==> config.mk <==
export PLATFORM = sky130hd
export DESIGN_NAME = pc_fetch_unit
export DESIGN_NICKNAME = d
export VERILOG_FILES = /design/src/rtl/fetch_pkg.sv /design/src/rtl/fetch_pipe_reg.sv /design/src/rtl/pc_fetch_unit.sv
export SDC_FILE = /design/constraint.sdc
export NUM_CORES = 1
export LEC_CHECK = 0
export BUFFER_PORTS_ARGS = -buffer_cell sky130_fd_sc_hd__buf_2
export CORE_ASPECT_RATIO = 0.7
export CORE_MARGIN = 2
export CORE_UTILIZATION = 45
export DETAILED_ROUTE_END_ITERATION = 8
export PLACE_DENSITY = 0.74
export SYNTH_ARGS = -nofsm -noshare
export SYNTH_HDL_FRONTEND = slang
export SYNTH_SLANG_ARGS = --single-unit
==> constraint.sdc <==
create_clock -name i_clk -period 1.9 [get_ports i_clk]
set_input_delay 0.095 -clock i_clk [delete_from_list [all_inputs] [get_ports i_clk]]
set_output_delay 0.095 -clock i_clk [all_outputs]
set_load 0.01 [all_outputs]
==> src/rtl/fetch_pkg.sv <==
// Shared types and constants for the instruction fetch stage.
//   XLEN        : datapath width
//   FETCH_NOP   : bubble instruction (addi x0, x0, 0)
//   fetch_state_e : BOOT / RUN / HALT
//   fetch_pkt_t : registered fetch packet handed to decode
package fetch_pkg;

  localparam int XLEN = 32;

  localparam logic [XLEN-1:0] FETCH_NOP = 32'h0000_0013;

  typedef enum logic [1:0] {
    BOOT = 2'd0,
    RUN  = 2'd1,
    HALT = 2'd2
  } fetch_state_e;

  typedef struct packed {
    logic [XLEN-1:0] instr;
    logic [XLEN-1:0] pc;
    logic [XLEN-1:0] pc_four;
  } fetch_pkt_t;

endpackage

==> src/rtl/fetch_pipe_reg.sv <==
// Output register between fetch and decode.
// Ports:
//   i_clk, i_reset : clock, synchronous active-high reset
//   i_flush        : drop the held packet (valid cleared, instr -> NOP)
//   i_load         : capture i_pkt as a new valid packet
//   i_pkt          : packet to capture
//   o_valid, o_pkt : registered packet presented to decode
// Flush wins over load. When neither is asserted the packet holds, which
// keeps the contents stable while decode stalls.
module fetch_pipe_reg
  import fetch_pkg::*;
#(
  parameter logic [XLEN-1:0] RESET_PC  = 32'h0000_0000,
  parameter logic [XLEN-1:0] NOP_INSTR = FETCH_NOP
) (
  input  logic       i_clk,
  input  logic       i_reset,
  input  logic       i_flush,
  input  logic       i_load,
  input  fetch_pkt_t i_pkt,
  output logic       o_valid,
  output fetch_pkt_t o_pkt
);

  always_ff @(posedge i_clk) begin
    if (i_reset) begin
      o_valid       <= 1'b0;
      o_pkt.instr   <= NOP_INSTR;
      o_pkt.pc      <= RESET_PC;
      o_pkt.pc_four <= RESET_PC + 32'd4;
    end else if (i_flush) begin
      // pc fields are left as-is; only the instruction is scrubbed
      o_valid     <= 1'b0;
      o_pkt.instr <= NOP_INSTR;
    end else if (i_load) begin
      o_valid <= 1'b1;
      o_pkt   <= i_pkt;
    end
  end

endmodule

==> src/rtl/pc_fetch_unit.sv <==
// Fetch stage: owns the PC, addresses IMEM, registers the fetched word into
// a valid/ready packet for decode, applies redirects and halts on bad PCs.
// Ports:
//   i_clk, i_reset        : clock, synchronous active-high reset
//   o_imem_addr           : byte address to IMEM (the PC register)
//   i_imem_rdata          : combinational IMEM data for o_imem_addr
//   i_redirect_valid/_pc  : taken branch/jump and its target
//   i_ready               : decode accepts the packet
//   o_valid, o_instr, o_pc, o_pc_four : fetch packet
//   o_halted, o_misalign, o_oob       : sticky halt status
// Optional (macro FETCH_PERF_CNT_EN): o_fetch_cnt, o_flush_cnt saturating
// counters of handshakes and of redirects that killed a valid packet.
//
// state | meaning
// BOOT  | one bubble after reset, IMEM data ignored
// RUN   | sequential fetch, redirects, legality check
// HALT  | stopped on misaligned/out-of-range PC until reset
module pc_fetch_unit
  import fetch_pkg::*;
#(
  parameter logic [XLEN-1:0] RESET_PC   = 32'h0000_0000,
  parameter int              IMEM_DEPTH = 2048,
  parameter logic [XLEN-1:0] NOP_INSTR  = FETCH_NOP
) (
  input  logic            i_clk,
  input  logic            i_reset,
  output logic [XLEN-1:0] o_imem_addr,
  input  logic [XLEN-1:0] i_imem_rdata,
  input  logic            i_redirect_valid,
  input  logic [XLEN-1:0] i_redirect_pc,
  input  logic            i_ready,
  output logic            o_valid,
  output logic [XLEN-1:0] o_instr,
  output logic [XLEN-1:0] o_pc,
  output logic [XLEN-1:0] o_pc_four,
  output logic            o_halted,
  output logic            o_misalign,
  output logic            o_oob
`ifdef FETCH_PERF_CNT_EN
  ,
  output logic [XLEN-1:0] o_fetch_cnt,
  output logic [XLEN-1:0] o_flush_cnt
`endif
);

  // Two extra bits so the limit is exact even for very large IMEM_DEPTH.
  localparam logic [XLEN+1:0] PC_LIMIT = (XLEN+2)'(IMEM_DEPTH) << 2;

  fetch_state_e    state, state_nxt;
  logic [XLEN-1:0] pc, pc_nxt;
  logic            load_ok;
  logic            pc_misalign, pc_oob;
  logic            flush, capture;
  logic            set_misalign, set_oob;
  fetch_pkt_t      pkt_in, pkt_out;

  assign o_imem_addr = pc;
  assign load_ok     = !o_valid || i_ready;
  assign pc_misalign = (pc[1:0] != 2'b00);
  assign pc_oob      = ({2'b00, pc} >= PC_LIMIT);

  assign pkt_in.instr   = i_imem_rdata;
  assign pkt_in.pc      = pc;
  assign pkt_in.pc_four = pc + 32'd4;

  always_ff @(posedge i_clk) begin
    if (i_reset) begin
      state      <= BOOT;
      pc         <= RESET_PC;
      o_halted   <= 1'b0;
      o_misalign <= 1'b0;
      o_oob      <= 1'b0;
    end else begin
      state <= state_nxt;
      pc    <= pc_nxt;
      if (set_misalign) o_misalign <= 1'b1;
      if (set_oob)      o_oob      <= 1'b1;
      if (set_misalign || set_oob) o_halted <= 1'b1;
    end
  end

  // The legality check only acts when the output register could load, so a
  // packet held under stall is never replaced while decode still owns it.
  always_comb begin
    state_nxt    = state;
    pc_nxt       = pc;
    flush        = 1'b0;
    capture      = 1'b0;
    set_misalign = 1'b0;
    set_oob      = 1'b0;
    case (state)
      BOOT: begin
        state_nxt = RUN;
        if (i_redirect_valid) begin
          pc_nxt = i_redirect_pc;
          flush  = 1'b1;
        end
      end
      RUN: begin
        if (i_redirect_valid) begin
          pc_nxt = i_redirect_pc;
          flush  = 1'b1;
        end else if (load_ok) begin
          if (pc_misalign) begin
            set_misalign = 1'b1;
            state_nxt    = HALT;
            flush        = 1'b1;
          end else if (pc_oob) begin
            set_oob   = 1'b1;
            state_nxt = HALT;
            flush     = 1'b1;
          end else begin
            capture = 1'b1;
            pc_nxt  = pc + 32'd4;
          end
        end
      end
      HALT: begin
        state_nxt = HALT;
      end
      default: begin
        state_nxt = BOOT;
      end
    endcase
  end

  fetch_pipe_reg #(
    .RESET_PC (RESET_PC),
    .NOP_INSTR(NOP_INSTR)
  ) u_pipe_reg (
    .i_clk  (i_clk),
    .i_reset(i_reset),
    .i_flush(flush),
    .i_load (capture),
    .i_pkt  (pkt_in),
    .o_valid(o_valid),
    .o_pkt  (pkt_out)
  );

  assign o_instr   = pkt_out.instr;
  assign o_pc      = pkt_out.pc;
  assign o_pc_four = pkt_out.pc_four;

`ifdef FETCH_PERF_CNT_EN
  logic handshake, flush_kill;
  assign handshake  = o_valid && i_ready;
  assign flush_kill = i_redirect_valid && o_valid && (state != HALT);

  always_ff @(posedge i_clk) begin
    if (i_reset) begin
      o_fetch_cnt <= '0;
      o_flush_cnt <= '0;
    end else begin
      if (handshake && (o_fetch_cnt != '1)) o_fetch_cnt <= o_fetch_cnt + 32'd1;
      if (flush_kill && (o_flush_cnt != '1)) o_flush_cnt <= o_flush_cnt + 32'd1;
    end
  end
`else
  // Counters are not built in this configuration.
`endif

endmodule

Word level (Yosys, flattened, before mapping)
Cells that the tools add are included.
{"block": "word_totals", "register_bits": 134}
{"block": "classes", "n_reduce_logical": 10, "order_cmp": 1, "addsub": 1, "mux": 30, "bitwise": 1, "n_eq_ne": 9}
{"operator": "32-bit 2-to-1 mux", "count": 5}
{"operator": "32-bit one-hot mux with 2 select lines", "count": 1}
{"operator": "32-bit by 3-bit adder with 32-bit output (second input constant)", "count": 1}
{"operator": "32-bit by 14-bit greater-or-equal comparator with 1-bit output (second input constant)", "count": 1}
{"operator": "1-bit 2-to-1 mux", "count": 18}
{"operator": "3-bit != test (second input constant)", "count": 4}
{"operator": "2-bit 2-to-1 mux", "count": 4}
{"operator": "2-bit != test (second input constant)", "count": 3}
{"operator": "2-bit one-hot mux with 3 select lines", "count": 1}
{"operator": "5-bit AND reduction", "count": 1}
{"operator": "2-bit nonzero test", "count": 2}
{"operator": "3-bit AND reduction", "count": 1}
{"operator": "2-bit by 1-bit equality test with 1-bit output (second input constant)", "count": 1}
{"operator": "2-bit equality test (second input constant)", "count": 1}
{"operator": "2-bit zero test", "count": 1}
{"operator": "1-bit logical OR", "count": 2}
{"operator": "1-bit one-hot mux with 2 select lines", "count": 1}
{"operator": "2-bit AND reduction", "count": 1}
{"operator": "2-bit OR reduction", "count": 1}
{"operator": "1-bit zero test", "count": 1}
{"operator": "1-bit inverter", "count": 1}

Depth between registers and ports, before layout
Gate-level depths: netlist (run 1).
{"block": "depth", "depth_word": 8, "mapped_depth": 9, "mapped_depth_nobuf": 7}

Hierarchy
A second synthesis (run 1) with hierarchy kept.
{"block": "hier_totals", "hier_cells": 698, "hier_area_um2": 6611.3}
{"module": "fetch_pipe_reg", "n_inst": 1, "cells_per_inst": 399, "area_per_inst_um2": 4103.9}
{"module": "pc_fetch_unit", "n_inst": 1, "cells_per_inst": 299, "area_per_inst_um2": 2507.4}

Worst setup path before layout (run 1)
No wires, ideal clock.
{"block": "synth_timing", "path_kind": "register -> register", "start": "reg pc[27], in the netlist o_imem_addr[27]", "end": "reg u_pipe_reg.o_pkt[24] (netlist bit)", "path_slack_ns": 0.111, "arrival_time_ns": 1.673, "synth_period_minus_slack_ns": 1.789, "required_time_ns": 1.784, "stages_incl_launch_ff": 8, "setup_ns": 0.116, "cell_sequence": "dfxtp_1 > nor4_4 > nor4b_4 > and4_4 > nor2_2 > buf_6 > clkbuf_2 > and2_2"}
{"block": "synth_via", "elab_chain_cells": 8, "elab_cells_between_ends": 13, "classes_between": "1 x order compare; 10 x mux; 1 x bitwise; 1 x reduce/logical"}
{"element": "start, declared", "line": "pc_fetch_unit.sv:50", "rtl": "logic [XLEN-1:0] pc, pc_nxt;"}
{"element": "start signal, assigned", "line": "pc_fetch_unit.sv:75", "rtl": "pc <= pc_nxt;"}
{"element": "32-bit by 14-bit greater-or-equal comparator with 1-bit output *", "line": "pc_fetch_unit.sv:60", "rtl": "assign pc_oob = ({2'b00, pc} >= PC_LIMIT);"}
{"element": "1-bit 2-to-1 mux", "line": "pc_fetch_unit.sv:108", "rtl": "end else if (pc_oob) begin"}
{"element": "1-bit 2-to-1 mux", "line": "pc_fetch_unit.sv:104", "rtl": "if (pc_misalign) begin"}
{"element": "1-bit 2-to-1 mux", "line": "pc_fetch_unit.sv:103", "rtl": "end else if (load_ok) begin"}
{"element": "1-bit 2-to-1 mux", "line": "pc_fetch_unit.sv:100", "rtl": "if (i_redirect_valid) begin"}
{"element": "1-bit one-hot mux with 2 select lines", "line": "pc_fetch_unit.sv:91", "rtl": "case (state)"}
{"element": "1-bit inverter (no line)"}
{"element": "2-bit AND reduction (no line) *"}
{"element": "end signal, assigned", "line": "fetch_pipe_reg.sv:37", "rtl": "o_pkt <= i_pkt;"}
{"element": "end, declared", "line": "fetch_pipe_reg.sv:22", "rtl": "output fetch_pkt_t o_pkt"}
Every way passes the cells marked *; elsewhere a longest branch is shown, timed or not.
A chain may end at the register's enable or synchronous reset.

Worst setup path in the final report (run 1)
{"block": "layout_timing", "start": "reg pc[29], in the netlist o_imem_addr[29]", "end": "reg u_pipe_reg.o_pkt[6] (netlist bit)"}
Same word-level chain as after synthesis.

==> flow_results.org, run 1 <==
** Run status
- Result of the run :: finished clean

** Logic synthesis
- Summing the areas of all fa, ha and maj instances in the mapped netlist gives less than 1% of the synthesized area.
- Share of the synthesized area in compound gates (AO/OA/AOI/OAI) :: about 14%
- Main combinational cell family by area after synthesis :: simple AND/OR/NAND/NOR gates
- Number of enable-type register cells in the synthesized netlist :: 0
- The commonest cells after synthesis are sky130_fd_sc_hd__dfxtp_1 (132), sky130_fd_sc_hd__nand2_1 (132), sky130_fd_sc_hd__a21oi_1 (63).
- Average cell area after synthesis :: about 8.7 um^2
- The most used flip-flop cell after synthesis is sky130_fd_sc_hd__dfxtp_1.
- Number of distinct library cell variants in the gate-level netlist after synthesis :: between 40 and 50
- Simple-gate share of the synthesized area :: between 20% and 30%
- Count of state elements after synthesis :: 132
- Synth area leader :: sky130_fd_sc_hd__dfxtp_1
- Area share of the largest cell type after synthesis :: between 40% and 50%
- The number of nets in the synthesized netlist is between 600 and 700.
- Of all flip-flops after synthesis, the portion carrying an async set or reset was 0%.
- Synth Area in XOR/XNOR :: between 1 and 1.5%
- Gate Count Post-Synth :: slightly above 600
- Summing every instance area after synthesis gives roughly 0.0053 mm^2.
- In the post-synthesis netlist, the biggest area contributors are sky130_fd_sc_hd__dfxtp_1 (49%), sky130_fd_sc_hd__nand2_1 (9.3%), sky130_fd_sc_hd__a21oi_1 (5.9%).
- Sequential cells were found to cover around 49% of the synthesized design area.
- Mux cell area share after synthesis :: less than 1%
- Synth warn :: 0

** Floorplan
- The die covers between 0.01 and 0.015 mm^2.
- The floorplan has 33 rows.
- Die Y :: 95.2 um
- Initial Util :: 45.9%
- Die Wd :: between 100 and 150 um
- After floorplanning, the core was sized to cover 0.0116 mm^2.
- Number of top-level pins :: 200

** Pwr
- Of the total power, the clock network draws between 30% and 40%.
- Internal cell power :: 6.17 mW
- Net switching share of the total power :: between 30% and 40%
- Combinational fraction of design power :: between 20% and 30%
- Sequential cell fraction of total power :: between 30% and 40%
- Power per unit of standard cell area :: 1170 mW/mm^2
- Total power :: around 8.9 mW
- Max VDD drop :: slightly above 800 uV
- In this run the power spent charging and discharging nets is 2.78 mW.
- LEAKAGE :: 3.51 nW

** Timing
- The final critical path takes up between 90% and 100% of the cycle.
- Setup repair after global routing could not meet its margin everywhere.
- Worst rel slew slack :: 59.4%
- The count of pins over their slew limit was 0.
- Final count of hold timing violations :: 0
- Clock skew on the completed layout was measured at between 0.009 and 0.01 ns.
- After layout, the minimum clock period comes to between 1.5 and 2 ns.
- Setup-failing EPs final :: 0
- Based on the critical path, the design can be clocked at up to approximately 550 MHz.
- At the pin with the least slew margin, the transition time is ~0.61 ns.
- Setup TNS :: 0 ns

** Setup path
- Startpoint class of the critical path :: flip-flop
- Setup CP Type :: reg -> reg
- Worst-case reg-to-reg path depth :: 7
- The worst setup path is captured at a flip-flop.
- Data on the critical path arrives at its endpoint at between 2 and 2.5 ns.
- Largest fanout of any net on the critical path :: 18
- Largest stage delay on the critical path :: roughly 0.34 ns
- Crit-path cells :: nor4_4, nor4b_4, and4_4, buf_12, buf_12, nor2_1, a211oi_1
- Req. time, crit path :: about 2.2 ns
- Most repeated library cell on the critical path :: sky130_fd_sc_hd__buf_12
- The slowest stage of the critical path is the sky130_fd_sc_hd__dfxtp_2 cell.

** Clocking
- Clock tree sinks :: about 130
- Counting along the longest clock path gives a buffer depth of 2.
- H-tree depth :: 4
- CTS Buf Count :: 17
- At the later pin of the worst-skew pair, clock insertion delay measures 0.40 ns.
- Register clock-pin slew on the reported worst setup and hold paths :: ~0.06 ns
- TritonCTS clock tree :: yes
- CTS placed an instance of sky130_fd_sc_hd__clkbuf_16 at the clock tree root.

** Routing
- Dividing the detail-routed via count by the number of cells gives 5.03.
- First DRT Iteration DRCs :: roughly 320
- Detailed routing inserted a total of around 5200 vias.
- After detailed routing, the average wire length per cell comes to about 15 um.
- The detail route stage leaves a number of antenna-violating nets equal to 0.
- The routed design has around 16 mm of wire.
- Initial DRT Pass Iterations :: 5
- After detailed routing, the number of remaining DRC violations is 0.

** GRT
- Entering global routing, the biggest net connects 48 pins.
- Final global-route overflow total :: 0
- Number of global-route vias before repair :: approximately 4800
- Wire length of the first global-routing pass :: approximately 24 mm
- Number of antenna violations at the first check in global routing :: 0
- Across every metal layer, demand over resource in global routing totals about a quarter.

** Place
- Placed instance count :: ~940
- Standard cell area after detailed placement :: between 0.006 and 0.007 mm^2
- Placed wire-length estimate after detailed placement :: between 10 and 15 mm
- I/O Buffers :: 199
- The congestion estimate from routability-driven global placement came to about 0.85.

** Layout
- At the end of the flow the core is filled with cells to 65.9%.
- Fillers :: 950
- In the final layout, flip-flops and latches occupy around 0.0026 mm^2.
- # diodes :: 0
- Combined area of the multi-input logic cells :: 0.00224 mm^2
- In the final design database the tool counted around 930 nets.
- Post-layout instance count excluding filler cells :: roughly 1000
- Post-route design area :: between 0.007 and 0.008 mm^2
- The area growth from synthesis to layout is 43.5%.
- Cells with a size suffix above 1 make up between 30% and 40% of the layout.

** Min path
- The worst hold path passes through 3 cells.
- Worst Hold Class :: in -> reg

** Run
- Count of max-cap constraint violations :: 0
-- registers in the layout, summed over array words and instances, names as in the netlist --
signal	flops
u_pipe_reg.o_valid	1
o_misalign	1
o_oob	1
state	2
u_pipe_reg.o_pkt	94
o_halted	1
o_imem_addr	32
-- logic make-up (layout without fill, tap and decap cells) --
family | after synthesis | count (layout)
and+or+nand+nor | 266 | 266
DFF | 132 | 132
AOI/OAI and AO/OA | 119 | 119
buffers and inverters | 80 | 336
xor gates and xnor gates | 9 | 9
adders and majority gates | 4 | 4
muxes | 4 | 4
-- final cells by class --
cell class	instances	share of cell area (%)
repair buffers	299	25.4
inverters	5	0.245
flip-flops and latches	132	34.5
multi-input cells	402	29.2
well taps	157	2.56
clock inverters	15	2.56
clock buffers	17	5.55
-- power by group through the flow --
stage / sequential (mW) / combinational (mW) / clock, mW
final: 3.20 / 2.34 / 3.40
after global routing: 3.22 / 2.57 / 3.58
after CTS: 3.19 / 2.21 / 3.46
after detailed placement: 3.25 / 2.11 / 0
after global placement: 3.23 / 2.05 / 0
after floorplan: 3.26 / 1.39 / 0
-- what timing repair did --
item                       CTS  global route
setup buffers                1             5
pin swaps                    1            11
hold endpoints to repair    48             0
setup endpoints to repair   93            70
resized for setup            8            22
hold buffers                48             0
-- critical path, delay by kind of cell, from the launching register on --
kind	cells	cell delay (ns)
buffers and inverters	2	0.30
AND/OR/NAND/NOR	4	0.90
AO/OA/AOI/OAI	1	0.19
flip-flops	1	0.34
-- path summary, 6_finish.rpt --
kind	from	end	slack (ns)
max	o_imem_addr[29]$_SDFFE_PP0P_	u_pipe_reg.o_pkt[6]$_SDFFE_PP0P_	0.07
min	i_redirect_pc[10]	o_imem_addr[10]$_SDFFE_PP0P_	0.02
max reg2reg	o_imem_addr[29]$_SDFFE_PP0P_	u_pipe_reg.o_pkt[6]$_SDFFE_PP0P_	0.07
min reg2reg	u_pipe_reg.o_pkt[69]$_SDFFE_PP0P_	u_pipe_reg.o_pkt[69]$_SDFFE_PP0P_	0.46
-- placed cells by master (no fill, tap or decap), drive strengths merged, types with 2 or more instances in the layout --
cell           n
a211oi         8
clkinv         6
xor2           6
dlygate4sd3   48
nor2          36
xnor2          3
clkbuf        17
inv           11
o21ai         16
a21oi         63
nand4          7
a22o           9
and2          42
o31ai         10
nor2b          3
o41ai          4
nor3           4
nor4           7
and4           3
dfxtp        132
mux2i          4
nand3         15
and3           4
nand3b         7
buf          251
nand2        132
a311oi         2
ha             4
a31oi          2
bufinv         3
nand2b         4
-- layer usage --
metal / vias up / GRT usage [%] / share of wire (%)
met3: 20 / 5.16 / 6.7
met5: - / 0 / 0
met1: 2407 / 31.2 / 45
li1: 2519 / - / -
met2: 222 / 37.1 / 47
met4: 0 / 8.86 / 1.5
-- metrics by stage --
step | hold slack, ns | setup WS [ns]
finish | 0.0192 | 0.0661
global route | 0.0315 | -0.0880
CTS | 0.00687 | -0.00410
detailed placement | 0.325 | -0.174
global placement | 0.314 | -0.0496
floorplan | 0.219 | 0.111
No activity file was read; power rests on OpenSTA's default activity.
==> run 2: changes to the inputs <==
--- a/config.mk
+++ b/config.mk
@@ -10,6 +10,7 @@
 export CORE_MARGIN = 2
 export CORE_UTILIZATION = 45
 export DETAILED_ROUTE_END_ITERATION = 8
+export MAX_ROUTING_LAYER = met4
 export PLACE_DENSITY = 0.74
 export SYNTH_ARGS = -nofsm -noshare
 export SYNTH_HDL_FRONTEND = slang
==> flow_results.org, run 2 (same netlist as run 1, synthesis figures left out) <==
** Layout
- The register with the most flip-flops in the final layout is u_pipe_reg.o_pkt.
- Highest-count cells in the layout ignoring fill and taps :: sky130_fd_sc_hd__buf_2 (200), sky130_fd_sc_hd__nand2_1 (132), sky130_fd_sc_hd__dfxtp_1 (127)
- The ratio of cells with drive above 1 in the final layout is 36.9% (+1.2 points).
- The net total in the final layout is 935 (+0.65%).
- Leaving out fill and tap cells, the most frequent cell in the layout is sky130_fd_sc_hd__buf_2.
- The number of antenna repair diodes is 0 (unchanged).
- The flip-flop count of the largest register after layout is 94 (unchanged).
- Fillers :: 929 (-2.2%)
- The area used by sequential logic in the layout came to 0.00265 mm^2 (about the same).
- Final standard cell utilization of the core :: 67.1% (+1.2 points)
- The design area came to 0.00781 mm^2 (+1.8%).
- The area growth from synthesis to layout is 46.1%.
- Combined area of the multi-input logic cells :: 0.00226 mm^2 (+1.0%)

** Min path
- The tightest min-delay check is of the in -> reg type.

** GRT
- The number of global-route vias before repair came to 4796 (+0.19%).
- Number of antenna violations at the first check in global routing :: 0 (unchanged)
- The pin count of the biggest net entering global routing came to 48 (unchanged).
- met2 is the most crowded layer.
- The global-route total usage across every layer came to 24.0% (+0.67 points).
- GRT met2 Usage :: 37.1% (-0.043 points)
- Met3 Resource Use GR :: 4.73% (-0.43 points)
- The overall overflow remaining after global route came to 0 (unchanged).
- The met1 usage is 31.3% (+0.13 points).
- Wire length of the first global-routing pass :: 23.6 mm (-0.23%)

** Routing
- The post-detailed-route count of antenna-violating nets is 0 (unchanged).
- Wire per inst :: 15.4 um (+2.1%)
- The total wire length came to 15.9 mm (+2.7%).
- First DRT Iteration DRCs :: 286 (-11%)
- Detailed-route DRC error count :: 0 (unchanged)
- The number of detailed-route iterations in the first pass came to 4 (-1).
- The total vias in the final route is 5208 (+0.77%).
- Number of vias per cell :: 5.04 (+0.19%)

** Run
- Count of max-cap constraint violations :: 0 (unchanged)

** Pwr
- Internal cell power :: 6.26 mW (+1.4%)
- The share of power burned in combinational logic came to 27.3% (+1.1 points).
- The worst-case vdd ir drop is 824 uV (+2.0%).
- Sequential cell fraction of total power :: 35.3% (-0.5 points)
- The switching part of the total was 31.2% (+0.14 points).
- Net switching component of the power :: 2.83 mW (+2.1%)
- The clock network fraction of design power is 37.4% (-0.6 points).
- The cell area power density came to 1160 mW/mm^2 (-0.22%).
- The static power due to leakage was 3.57 nW (+1.7%).

** Timing
- Setup repair after global routing could not meet its margin everywhere.
- Final slew viol count :: 0 (unchanged)
- Final count of hold timing violations :: 0 (unchanged)
- The fraction of the cycle the final worst path needs was 95.4% (-1.2 points).
- Setup-failing EPs final :: 0 (unchanged)
- The worst clock skew on the final layout is 0.0103 ns (+0.000345 ns).
- The final hold slack is 0.0268 ns (+0.00760 ns).
- The pin slew with the least headroom to its limit was 0.605 ns (-0.00188 ns).
- Final critical delay including setup and external delays :: 1.81 ns (-0.0220 ns)
- The maximum achievable frequency was 552 MHz (+1.2%).
- The relative max-transition margin was 59.6% (+0.13 points).

** Floorplan
- Overall die area :: 0.0128 mm^2 (unchanged)
- Die Y :: 95.2 um (unchanged)
- The floorplan core area was 0.0116 mm^2 (unchanged).
- The row count came to 33 (unchanged).
- The initial core utilization is 45.9% (unchanged).
- Die Wd :: 134 um (unchanged)
- Number of top-level pins :: 200 (unchanged)

** Clocking
- The clock latency on the worst-skew pair is 0.40 ns (about the same).
- The root buffer cell chosen for the clock tree is sky130_fd_sc_hd__clkbuf_16.
- CTS Buf Count :: 17 (unchanged)
- Max clock buf depth :: 2 (unchanged)
- The TritonCTS sink count is 132 (unchanged).
- TritonCTS clock tree :: yes
- Register clock-pin slew on the reported worst setup and hold paths :: 0.06 ns (about the same)
- H-tree depth :: 4 (unchanged)

** Setup path
- Sort of element at the end of the critical path :: flip-flop
- The worst path required time was 2.22 ns (about the same).
- The data arrival at the endpoint of the critical path was 2.13 ns (-0.02 ns).
- STA classifies the critical path startpoint as a flip-flop.
- The worst setup path is of the reg -> reg kind.
- The maximum fanout count along the critical path is 13 (-5).

** Place
- I/O Buffers :: 199 (unchanged)
- Placed wire-length estimate after detailed placement :: 10.4 mm (unchanged)
- Standard cell area after detailed placement :: 0.00642 mm^2 (unchanged)
- The placer congestion estimate was 0.859 (+1.6%).

** Run status
- Result of the run :: finished clean
-- run 2: cell types whose count changed in the layout (fill, tap and decap cells not counted), sizes merged --
cell    change
clkbuf      +3
buf         +3
-- run 2: path summary, 6_finish.rpt --
path | startpoint | endpoint | slack (ns) | depth (start not counted)
worst min-delay path | i_redirect_pc[22] | o_imem_addr[22]$_SDFFE_PP0P_ | 0.03 | 4
worst max register to register | o_imem_addr[29]$_SDFFE_PP0P_ | u_pipe_reg.o_pkt[11]$_SDFFE_PP0P_ | 0.09 | 7
worst min register to register | u_pipe_reg.o_pkt[69]$_SDFFE_PP0P_ | u_pipe_reg.o_pkt[69]$_SDFFE_PP0P_ | 0.46 | 2
worst max-delay path | o_imem_addr[29]$_SDFFE_PP0P_ | u_pipe_reg.o_pkt[11]$_SDFFE_PP0P_ | 0.09 | 7
-- run 2: layout make-up --
| type | instances | area share, % |
|---|---|---|
| multi-input cells | 402 | 29.0 |
| clock inverters | 15 | 2.51 |
| well taps | 157 | 2.51 |
| repair buffers | 305 | 26.4 |
| clock buffers | 17 | 5.45 |
| inverters | 5 | 0.240 |
| flip-flops and latches | 132 | 33.9 |
-- run 2: critical path: stages, from the launching register on --
cell and delay [ns]:
sky130_fd_sc_hd__dfxtp_2 0.34, sky130_fd_sc_hd__nor4_4 0.29, sky130_fd_sc_hd__nor4b_4 0.28, sky130_fd_sc_hd__and4_4 0.28, sky130_fd_sc_hd__buf_12 0.17, sky130_fd_sc_hd__buf_12 0.13, sky130_fd_sc_hd__nor2_1 0.05, sky130_fd_sc_hd__a211oi_2 0.18
-- run 2: per-layer routing --
metal / vias to the layer above / routed length (um) / part of all wire, %
li1: 2529 / - / -
met1: 2423 / 7210 / 45
met2: 234 / 7370 / 46
met3: 22 / 1080 / 6.8
met4: 0 / 276 / 1.7
met5: - / 0 / 0
-- run 2: power groups by stage --
| stage | Sequential (mW) | Combinational (mW) | Clock [mW] |
|---|---|---|---|
| finish | 3.21 | 2.48 | 3.40 |
| detailed placement | 3.25 | 2.11 | 0 |
| global placement | 3.23 | 2.05 | 0 |
| floorplan | 3.26 | 1.39 | 0 |
| CTS | 3.19 | 2.21 | 3.46 |
| global route | 3.23 | 2.70 | 3.57 |
-- run 2: per-stage QoR --
stage	std cells	power (mW)	TNS, ns	worst slack, ns
after CTS	1022	8.86	-0.00752	-0.00410
final	1033	9.09	0	0.0881
after global placement	941	5.28	-0.354	-0.0496
after detailed placement	941	5.35	-6.83	-0.174
after floorplan	614	4.65	0	0.111
after global routing	1033	9.50	-0.557	-0.0388
-- run 2: what timing repair did --
action,4_1_cts,5_1_grt
hold buffers,48,0
pin swaps,1,14
setup buffers,1,7
resized for setup,8,37
endpoints found under the setup margin,93,70
gates cloned,0,4
hold endpoints to repair,48,0
